`config.mk`:
```
export PLATFORM = sky130hd
export DESIGN_NAME = dma_cfg_frontend
export DESIGN_NICKNAME = d
export VERILOG_FILES = /design/src/rtl/dma_cfg_pkg.sv /design/src/rtl/dma_id_counter.sv /design/src/rtl/dma_cfg_frontend.sv
export SDC_FILE = /design/constraint.sdc
export NUM_CORES = 1
export LEC_CHECK = 0
export ABC_AREA = 1
export CAP_MARGIN = 10
export CELL_PAD_IN_SITES_DETAIL_PLACEMENT = 1
export CELL_PAD_IN_SITES_GLOBAL_PLACEMENT = 1
export CORE_MARGIN = 3
export CORE_UTILIZATION = 40
export DETAILED_ROUTE_END_ITERATION = 12
export GPL_TIMING_DRIVEN = 0
export MAX_ROUTING_LAYER = met4
export PLACE_DENSITY_LB_ADDON = 0.1
export SKIP_LAST_GASP = 1
export SYNTH_ARGS = -nofsm -noshare
export SYNTH_HDL_FRONTEND = slang
export SYNTH_SLANG_ARGS = --single-unit
```
`constraint.sdc`:
```
create_clock -name clk_i -period 2.1 [get_ports clk_i]
set_input_delay 0.21 -clock clk_i [delete_from_list [all_inputs] [get_ports clk_i]]
set_output_delay 0.21 -clock clk_i [all_outputs]
set_load 0.02 [all_outputs]
```
`src/rtl/dma_cfg_pkg.sv`:
```
`default_nettype none
// ============================================================================
// Module   : dma_cfg_pkg
// Purpose  : Register map, CONF bit index and descriptor type for the DMA
//            configuration front end.
// Revision : 1.0  initial release
// ============================================================================
package dma_cfg_pkg;

    localparam logic [11:0] REG_SRC     = 12'h000;
    localparam logic [11:0] REG_DST     = 12'h008;
    localparam logic [11:0] REG_LEN     = 12'h010;
    localparam logic [11:0] REG_CONF    = 12'h018;
    localparam logic [11:0] REG_STATUS  = 12'h020;
    localparam logic [11:0] REG_NEXT_ID = 12'h028;
    localparam logic [11:0] REG_DONE_ID = 12'h030;

    localparam int CONF_IRQ_EN_BIT = 0;

    localparam int DESC_ADDR_W = 64;
    localparam int DESC_LEN_W  = 64;
    localparam int DESC_ID_W   = 32;

    // Sized for the widest build; the top slices fields down to its parameters.
    typedef struct packed {
        logic [DESC_ADDR_W-1:0] src;
        logic [DESC_ADDR_W-1:0] dst;
        logic [DESC_LEN_W-1:0]  len;
        logic [DESC_ID_W-1:0]   id;
    } dma_desc_t;

    function automatic logic [63:0] apply_be(input logic [63:0] old_val,
                                             input logic [63:0] new_val,
                                             input logic [7:0]  be);
        logic [63:0] merged;
        merged = old_val;
        for (int i = 0; i < 8; i++) begin
            if (be[i]) begin
                merged[i*8 +: 8] = new_val[i*8 +: 8];
            end
        end
        return merged;
    endfunction

endpackage
`default_nettype wire

```
`src/rtl/dma_id_counter.sv`:
```
`default_nettype none
// ============================================================================
// Module   : dma_id_counter
// Purpose  : Transfer ID counter; wraps from all-ones to 1 so 0 stays "none".
// Revision : 1.0  initial release
// ============================================================================
module dma_id_counter #(
    parameter int IdWidth = 32
) (
    input  logic               clk,
    input  logic               rst_n,
    input  logic               inc,
    output logic [IdWidth-1:0] value
);

    logic [IdWidth-1:0] w_value_next;

    always_comb begin
        w_value_next = value + IdWidth'(1);
        if (value == {IdWidth{1'b1}}) begin
            w_value_next = IdWidth'(1);
        end
    end

    always_ff @(posedge clk or negedge rst_n) begin
        if (!rst_n) begin
            value <= '0;
        end else if (inc) begin
            value <= w_value_next;
        end
    end

endmodule
`default_nettype wire

```
`src/rtl/dma_cfg_frontend.sv`:
```
`default_nettype none
// ============================================================================
// Module   : dma_cfg_frontend
// Purpose  : DMA configuration register responder; a NEXT_ID read launches a
//            descriptor, completions advance DONE_ID and raise an interrupt.
// Revision : 1.0  initial release
// ============================================================================
module dma_cfg_frontend
    import dma_cfg_pkg::*;
#(
    parameter int AddrWidth = 64,
    parameter int IdWidth   = 32
) (
    input  logic                 clk_i,
    input  logic                 rst_ni,
    input  logic                 req_i,
    input  logic                 we_i,
    input  logic [11:0]          addr_i,
    input  logic [63:0]          wdata_i,
    input  logic [7:0]           be_i,
    output logic                 gnt_o,
    output logic                 rvalid_o,
    output logic [63:0]          rdata_o,
    output logic                 err_o,
    output logic                 desc_valid_o,
    input  logic                 desc_ready_i,
    output logic [AddrWidth-1:0] desc_src_o,
    output logic [AddrWidth-1:0] desc_dst_o,
    output logic [63:0]          desc_len_o,
    output logic [IdWidth-1:0]   desc_id_o,
    input  logic                 done_i,
    output logic                 irq_o
);

    typedef enum logic [1:0] {
        ST_IDLE   = 2'd0,
        ST_LAUNCH = 2'd1,
        ST_RESP   = 2'd2
    } state_t;

    state_t             r_state;
    state_t             w_state_next;

    logic [63:0]        r_src;
    logic [63:0]        r_dst;
    logic [63:0]        r_len;
    logic               r_irq_en;
    logic [63:0]        r_rdata;
    logic               r_err;
    logic               r_irq;
    dma_desc_t          r_desc;

    logic [IdWidth-1:0] w_next_id;
    logic [IdWidth-1:0] w_done_id;
    logic [IdWidth-1:0] w_next_id_inc;
    logic [31:0]        w_desc_id_ext;
    logic [11:0]        w_off;
    logic               w_gnt;
    logic               w_handshake;
    logic               w_busy;
    logic               w_done_ok;
    logic               w_is_rw;
    logic               w_is_ro;
    logic               w_err;
    logic               w_launch;
    logic [63:0]        w_rd;
    logic [63:0]        w_old;
    logic [63:0]        w_wmerge;

    assign w_off       = addr_i & 12'hFF8;
    assign w_gnt       = req_i && (r_state == ST_IDLE);
    assign w_handshake = (r_state == ST_LAUNCH) && desc_ready_i;
    assign w_busy      = (w_next_id != w_done_id);
    // Completions beyond the last launched ID are spurious and dropped.
    assign w_done_ok   = done_i && w_busy;

    assign w_is_rw  = (w_off == REG_SRC) || (w_off == REG_DST) ||
                      (w_off == REG_LEN) || (w_off == REG_CONF);
    assign w_is_ro  = (w_off == REG_STATUS) || (w_off == REG_NEXT_ID) ||
                      (w_off == REG_DONE_ID);
    assign w_err    = we_i ? !w_is_rw : !(w_is_rw || w_is_ro);
    assign w_launch = !we_i && (w_off == REG_NEXT_ID) && (r_len != '0);

    dma_id_counter #(.IdWidth(IdWidth)) u_next_id (
        .clk   (clk_i),
        .rst_n (rst_ni),
        .inc   (w_handshake),
        .value (w_next_id)
    );

    dma_id_counter #(.IdWidth(IdWidth)) u_done_id (
        .clk   (clk_i),
        .rst_n (rst_ni),
        .inc   (w_done_ok),
        .value (w_done_id)
    );

    always_comb begin
        w_next_id_inc = w_next_id + IdWidth'(1);
        if (w_next_id == {IdWidth{1'b1}}) begin
            w_next_id_inc = IdWidth'(1);
        end
        w_desc_id_ext                = '0;
        w_desc_id_ext[IdWidth-1:0]   = w_next_id_inc;
    end

    // Read mux and the current value of the write target for byte merging.
    always_comb begin
        w_rd  = '0;
        w_old = '0;
        case (w_off)
            REG_SRC:     begin w_rd = r_src; w_old = r_src; end
            REG_DST:     begin w_rd = r_dst; w_old = r_dst; end
            REG_LEN:     begin w_rd = r_len; w_old = r_len; end
            REG_CONF: begin
                w_rd[CONF_IRQ_EN_BIT]  = r_irq_en;
                w_old[CONF_IRQ_EN_BIT] = r_irq_en;
            end
            REG_STATUS: begin
                w_rd[0] = w_busy;
                w_rd[1] = desc_valid_o;
            end
            REG_DONE_ID: w_rd[IdWidth-1:0] = w_done_id;
            default:     w_rd = '0;
        endcase
        if (we_i) begin
            w_rd = '0;
        end
        w_wmerge = apply_be(w_old, wdata_i, be_i);
    end

    always_comb begin
        w_state_next = r_state;
        case (r_state)
            ST_IDLE: begin
                if (w_gnt) begin
                    w_state_next = w_launch ? ST_LAUNCH : ST_RESP;
                end
            end
            ST_LAUNCH: begin
                if (desc_ready_i) begin
                    w_state_next = ST_RESP;
                end
            end
            ST_RESP:  w_state_next = ST_IDLE;
            default:  w_state_next = ST_IDLE;
        endcase
    end

    always_ff @(posedge clk_i or negedge rst_ni) begin
        if (!rst_ni) begin
            r_state <= ST_IDLE;
        end else begin
            r_state <= w_state_next;
        end
    end

    always_ff @(posedge clk_i or negedge rst_ni) begin
        if (!rst_ni) begin
            r_src    <= '0;
            r_dst    <= '0;
            r_len    <= '0;
            r_irq_en <= 1'b0;
            r_rdata  <= '0;
            r_err    <= 1'b0;
            r_irq    <= 1'b0;
            r_desc   <= '0;
        end else begin
            r_irq <= w_done_ok && r_irq_en;
            if (w_gnt) begin
                r_rdata <= w_rd;
                r_err   <= w_err;
                if (we_i && !w_err) begin
                    case (w_off)
                        REG_SRC:  r_src    <= w_wmerge;
                        REG_DST:  r_dst    <= w_wmerge;
                        REG_LEN:  r_len    <= w_wmerge;
                        REG_CONF: r_irq_en <= w_wmerge[CONF_IRQ_EN_BIT];
                        default:  ;
                    endcase
                end
                if (w_launch) begin
                    r_desc.src <= r_src;
                    r_desc.dst <= r_dst;
                    r_desc.len <= r_len;
                    r_desc.id  <= w_desc_id_ext;
                end
            end else if (w_handshake) begin
                r_rdata <= {32'b0, r_desc.id};
            end
        end
    end

    assign gnt_o        = w_gnt;
    assign rvalid_o     = (r_state == ST_RESP);
    assign rdata_o      = r_rdata;
    assign err_o        = r_err;
    assign desc_valid_o = (r_state == ST_LAUNCH);
    assign desc_src_o   = r_desc.src[AddrWidth-1:0];
    assign desc_dst_o   = r_desc.dst[AddrWidth-1:0];
    assign desc_len_o   = r_desc.len;
    assign desc_id_o    = r_desc.id[IdWidth-1:0];
    assign irq_o        = r_irq;

endmodule
`default_nettype wire
```
==> qor.yml, run 1 <==
syn_inst: 3044
outcome: "finished with violations"
syn_to_final_growth_pct: 43.2
timing.final.crit_share_pct: 109
slowest_delay_ns: 0.40
start_util_pct: 40.5
yosysWarnings: 0
synth_top_family_by_area: "simple AND/OR/NAND/NOR gates"
wirelength_um: 117000
synth_compound_area_share_pct: 14.7
end_kind: "flop"
final_util_pct: 58.0
cts_tree: "done"
yosys.area_share.simple_pct: 20.8
die_area_um2: 65600
dieWidth_um: 256
dp_hpwl_um: 79800
vdd_drop_max_v: 0.000600
synth_edf_count: 0
synthAdderAreaFrac_pct: 0.0999
crit_type: "flop to flop"
antenna_found_initial: 3
clk_pin_slew_ns: 0.06
ys.flop_type: "dfrtp_1"
yosysSeqAreaShare_pct: 54.9
coreArea_um2: 61800
portBuffers: 371
drt_iter0_drc: 1881
grt_max_degree: 119
async_flop_share_pct: 100
clock_latency_ns: 0.65
cp.arrival_ns: 2.86
drc: 0
fp.dieH_um: 256
grt_pass1_wl_um: 169000
violations: "negative setup slack"
power.density_nw_per_um2: 691
synthesis.nets: 3136
synth-seq-cells: 549
post-route-min-period_ns: 2.30
hold_slack_ns: 0.0709
grt_usage_pct: 34.9
max_cap_violations: 0
slowest_stage: "dfrtp_1"
clockRootBuffer: "clkbuf_16"
crit_required_ns: 2.66
first_pass_iters: 7
fmax_mhz: 435
htree_levels: 2
hp-class: "input pin to async pin"
ant_nets: 0
worst_slew_pin_slew_ns: 0.709
vias: 25000
overflow: 0
synth_cell_types: 34
timing.final.hold_violations: 0
report.final.setup_viol: 260
io_pins: 383
crit_fanout: 6
muxShareOfSynthArea_pct: 0
grt_pass1_vias: 26400
rsz0062_at_grt: "yes"
cts_inserted_buffers: 61
synth_xor_area_share_pct: 2.10
wl_per_cell_um: 26.3
netlist_area_um2: 25000
relSlewSlack_pct: 52.7
cpMostUsedCell: "clkbuf_16"
crit_chain: "inv_2 > nand4_1 > nor2_2 > nand3_2 > nor2_4 > nand2_4 > nand3_4 > buf_12 > clkbuf_16 > clkbuf_16 > nand2_2 > o21ai_2"
avgSynthCellArea_um2: 8.23
cts_buffer_depth: 3
slew_violations: 0
num_rows: 91
start_kind: "flop"
gp_congestion: 0.897
p_leak_nw: 16.4
final_nets: 3672
clock-sinks: 549
drt-vias-per-instance: 5.58
fin_ws_ns: -0.198
drive_above_1_share_pct: 17.6
clock_skew_ns: 0.0282
==> critical path, delay by kind of cell, from the launching register on <==
family,cells,cell delay [ns]
AND/OR/NAND/NOR,7,1.09
buffers and inverters,4,0.62
AO/OA/AOI/OAI,1,0.07
flip-flops,1,0.40
==> routing by layer <==
metal / routed length (µm) / GRT usage, % / share of wire, %
met5: 0 / - / 0
met4: 5700 / 13.7 / 4.9
met2: 57300 / 57.7 / 49
met3: 6840 / 4.23 / 5.8
met1: 47600 / 44.1 / 41
==> per-stage QoR <==
| step | setup TNS, ns | instance area [µm²] | worst slack (ns) | total power, mW | instances |
|---|---|---|---|---|---|
| 6_report | -32.96 | 35900 | -0.198 | 24.8 | 4471 |
| 2_1_floorplan | 0 | 25000 | 0.162 | 12.1 | 3044 |
| 3_3_place_gp | - | 29800 | -23.99 | 13.1 | 4252 |
| 4_1_cts | -6.20 | 34600 | -0.103 | 24.7 | 4431 |
| 5_1_grt | -41.52 | 35800 | -0.207 | 25.6 | 4470 |
| 3_5_place_dp | -660.18 | 29900 | -1.79 | 13.2 | 4257 |
==> cells by family after synthesis <==
family	count (synthesis)
XOR/XNOR	60
AND/OR/NAND/NOR	1290
AO/OA/AOI/OAI	677
buffers and inverters	466
flip-flops	549
adder cells (fa/ha/maj)	2
==> repair_timing <==
| item | CTS | global route |
|---|---|---|
| setup buffers | 35 | 24 |
| pin swaps | 17 | 27 |
| endpoints found under the hold margin | 348 | 0 |
| cloned | 30 | 20 |
| hold buffers | 1 | 0 |
| resized for setup | 515 | 385 |
| setup endpoints to repair | 544 | 525 |
==> cells in the final DEF (no fill, tap or decap), drive strengths merged, types with 40 or more instances in the layout <==
cell type,Yosys,routed
buf,34,134
o211ai,60,60
clkdlybuf4s50,0,367
nor2,167,168
clkbuf,124,217
inv,308,307
dfrtp,549,549
nand3,96,97
o21ai,546,546
nand2,955,955
nor3,40,40
==> state kept, by name (all words and copies together), names as in the netlist, 2 cells and up <==
name             flops
desc_dst_o          64
desc_len_o          64
desc_src_o          64
r_dst               64
r_len               64
r_src               64
rdata_o             64
desc_id_o           32
u_done_id.value     32
u_next_id.value     32
r_state              2
==> power by group <==
group / internal, mW / switching [mW]
Sequential: 10.8 / 0.300
Clock: 6.90 / 4.66
Combinational: 0.789 / 1.31
Total: 18.5 / 6.27
==> cell type report <==
type                    count  area (µm²)
fillers                  7077       26000
flip-flops and latches    549       13800
multi-input cells        2031       10700
repair buffers            480        5190
plain buffers             149        1860
clock buffers              92        1800
inverters                 308        1170
well taps                 837        1050
clock inverters            22         344
diodes                      3        7.51
==> path summary, 6_finish.rpt <==
| path | to | cells after the start | slack [ns] | from |
|---|---|---|---|---|
| worst max-delay path | desc_src_o[5] | 12 | -0.20 | r_len[16] |
| worst min-delay path | rdata_o[41] | 2 | 0.07 | rst_ni |
| worst max register to register | desc_src_o[5] | 12 | -0.20 | r_len[16] |
| worst min register to register | desc_dst_o[3] | 2 | 0.49 | desc_dst_o[3] |
| max in group asynchronous | u_next_id.value[7] | 5 | 0.30 | rst_ni |
| min in group clk_i | r_src[26] | 5 | 0.16 | be_i[3] |
==> synthesized netlist by cell type (9+ instances only) <==
| cell type | number | area share, % |
|---|---|---|
| nand4_1 | 19 | 0.47 |
| o211ai_1 | 60 | 1.8 |
| nor4_1 | 9 | 0.22 |
| o21ai_1 | 47 | 0.94 |
| nor2_1 | 159 | 2.4 |
| nand2_1 | 952 | 14 |
| buf_2 | 18 | 0.36 |
| buf_6 | 14 | 0.63 |
| nor3_1 | 40 | 0.80 |
| a21oi_1 | 34 | 0.68 |
| dfrtp_1 | 549 | 55 |
| a22o_1 | 32 | 1.1 |
| o21ai_0 | 499 | 10 |
| clkbuf_1 | 123 | 1.8 |
| inv_1 | 305 | 4.6 |
| xor2_1 | 34 | 1.2 |
| xnor2_1 | 26 | 0.91 |
| nand3_1 | 94 | 1.9 |
Power figures use the tool's default switching activity.
==> run 2: changes to the inputs <==
--- a/config.mk
+++ b/config.mk
@@ -10,5 +10,4 @@
 export CELL_PAD_IN_SITES_DETAIL_PLACEMENT = 1
 export CELL_PAD_IN_SITES_GLOBAL_PLACEMENT = 1
-export CORE_MARGIN = 3
 export CORE_UTILIZATION = 40
 export DETAILED_ROUTE_END_ITERATION = 12
==> constraint.sdc (replaced) <==
create_clock -name clk_i -period 2.1 [get_ports clk_i]
set_input_delay 0.42 -clock clk_i [delete_from_list [all_inputs] [get_ports clk_i]]
set_output_delay 0.42 -clock clk_i [all_outputs]
set_load 0.02 [all_outputs]
==> run 2 against run 1 <==
  * The flow finishes with violations (negative hold slack, negative setup slack)
  * Critical endpoint is now desc_id_o[5]
  * Design area shrank 2.8%
  * Largest power group unchanged
  * Worst hold slack lost 0.22 ns
  * Sequential cell count is the same
==> qor.yml, run 2 (synthesis results as in run 1) <==
outcome: "finished with violations"
io_pins: 383
timing.final.hold_violations: 101
multiInputGateArea_um2: 10000
drt_iter0_drc: 1835
drt-vias-per-instance: 5.48
post-route-min-period_ns: 2.27
cts_inserted_buffers: 66
cts_buffer_depth: 3
clock-sinks: 549
start_kind: "flop"
dp_hpwl_um: 79000
fillers: 7196
reg2reg_depth: 10
timing.final.crit_share_pct: 108
r2r-start: "r_len[30]"
htree_levels: 3
wl_per_cell_um: 25.1
finalSetupTns_ns: -23.58
crit_start: "r_len[30]"
fp.dieH_um: 252
grt_pass1_vias: 25300
wirelength_um: 112000
start_util_pct: 40.5
die_area_um2: 63600
seqCellArea_um2: 13800
final_util_pct: 56.3
vdd_drop_max_v: 0.000577
rsz0062_at_grt: "yes"
coreArea_um2: 61800
num_rows: 91
hold_slack_ns: -0.149
r2r-end: "desc_id_o[5]"
grt_usage_pct: 34.4
fmax_mhz: 440
syn_to_final_growth_pct: 39.1
p_total_mw: 24.8
endpoint: "desc_id_o[5]"
crit_required_ns: 2.61
crit_fanout: 5
fin_ws_ns: -0.171
dieWidth_um: 252
drive_above_1_share_pct: 13.2
first_pass_iters: 5
p_leak_nw: 16.0
rrSetupSlack_ns: -0.17
slew_violations: 0
report.final.setup_viol: 261
max_cap_violations: 0
final_nets: 3674
clockRootBuffer: "clkbuf_16"
final_cell_mix: "926 x nand2_1, 530 x dfrtp_1, 456 x o21ai_0"
power.density_nw_per_um2: 711
relSlewSlack_pct: 42.6
violations: "negative hold slack, negative setup slack"
cts_tree: "done"
drc: 0
grt_max_degree: 120
clock_latency_ns: 0.62
hp-class: "input pin to async pin"
crit_type: "flop to flop"
worst_slew_pin_slew_ns: 0.861
ant_nets: 0
end_kind: "flop"
clock_skew_ns: 0.0302
overflow: 0
cp.arrival_ns: 2.78
clk_pin_slew_ns: 0.06
antenna_found_initial: 5
portBuffers: 371
gp_congestion: 0.931
final_common_cell: "nand2_1"
vias: 24500
grt_pass1_wl_um: 159000
run 2: worst max-delay path: stages, from the launching register on:
cell and delay [ns]:
dfrtp_2 0.45, nor4_4 0.34, nand3_2 0.20, nor2_4 0.28
nand2_4 0.10, nand3_4 0.10, buf_4 0.19, clkbuf_16 0.22
clkbuf_16 0.16, nand2_1 0.05, o21ai_0 0.09
run 2: final cells by class:
| cell class | count | share of cell area [%] |
|---|---|---|
| clock inverters | 14 | 0.409 |
| clock buffers | 102 | 5.86 |
| well taps | 837 | 3.01 |
| inverters | 308 | 3.38 |
| multi-input cells | 2032 | 28.8 |
| repair buffers | 473 | 14.4 |
| diodes | 6 | 0.0431 |
| plain buffers | 152 | 4.51 |
| flip-flops and latches | 549 | 39.5 |
run 2: per-stage QoR:
| step | setup slack [ns] | instance area, µm² | std cells | hold WS [ns] |
|---|---|---|---|---|
| after floorplan | 0.106 | 25000 | 3044 | 0.124 |
| final | -0.171 | 34800 | 4473 | -0.149 |
| after global placement | -24.29 | 29800 | 4252 | 0.466 |
| after detailed placement | -1.90 | 29900 | 4256 | 0.475 |
| after CTS | -0.233 | 33100 | 4392 | -0.110 |
| after global routing | -0.234 | 34800 | 4471 | -0.0737 |
run 2: worst min path at each step:
| stage | end | slack (ns) | depth (start not counted) |
|---|---|---|---|
| 2_1_floorplan | desc_dst_o[0] | 0.12 | 0 |
| 3_5_place_dp | desc_src_o[1] | 0.48 | 2 |
| 6_report | desc_len_o[36] | -0.15 | 1 |
| 4_1_cts | desc_len_o[36] | -0.11 | 1 |
| 5_1_grt | desc_len_o[36] | -0.07 | 1 |
| 3_3_place_gp | desc_dst_o[59] | 0.47 | 2 |
run 2: timing repair:
item | in CTS | in global routing
cloned | 1 | 25
setup buffers | 22 | 53
endpoints found under the setup margin | 578 | 577
gates resized for setup | 263 | 355
hold endpoints to repair | 101 | 101
pin swaps | 14 | 32
run 2: power by group:
group          internal, mW  switching, mW  leakage, nW
combinational         0.764           1.26         8.35
clock                  6.84           4.79         1.08
sequential             10.8          0.290         6.55
run 2: metal layers:
| layer | track usage, % | up-vias | share of wire, % |
|---|---|---|---|
| li1 | - | 10900 | - |
| met1 | 44.6 | 12600 | 42 |
| met2 | 55.6 | 824 | 49 |
| met3 | 4.12 | 238 | 4.9 |
| met4 | 12.4 | 0 | 4.5 |
| met5 | - | - | 0 |
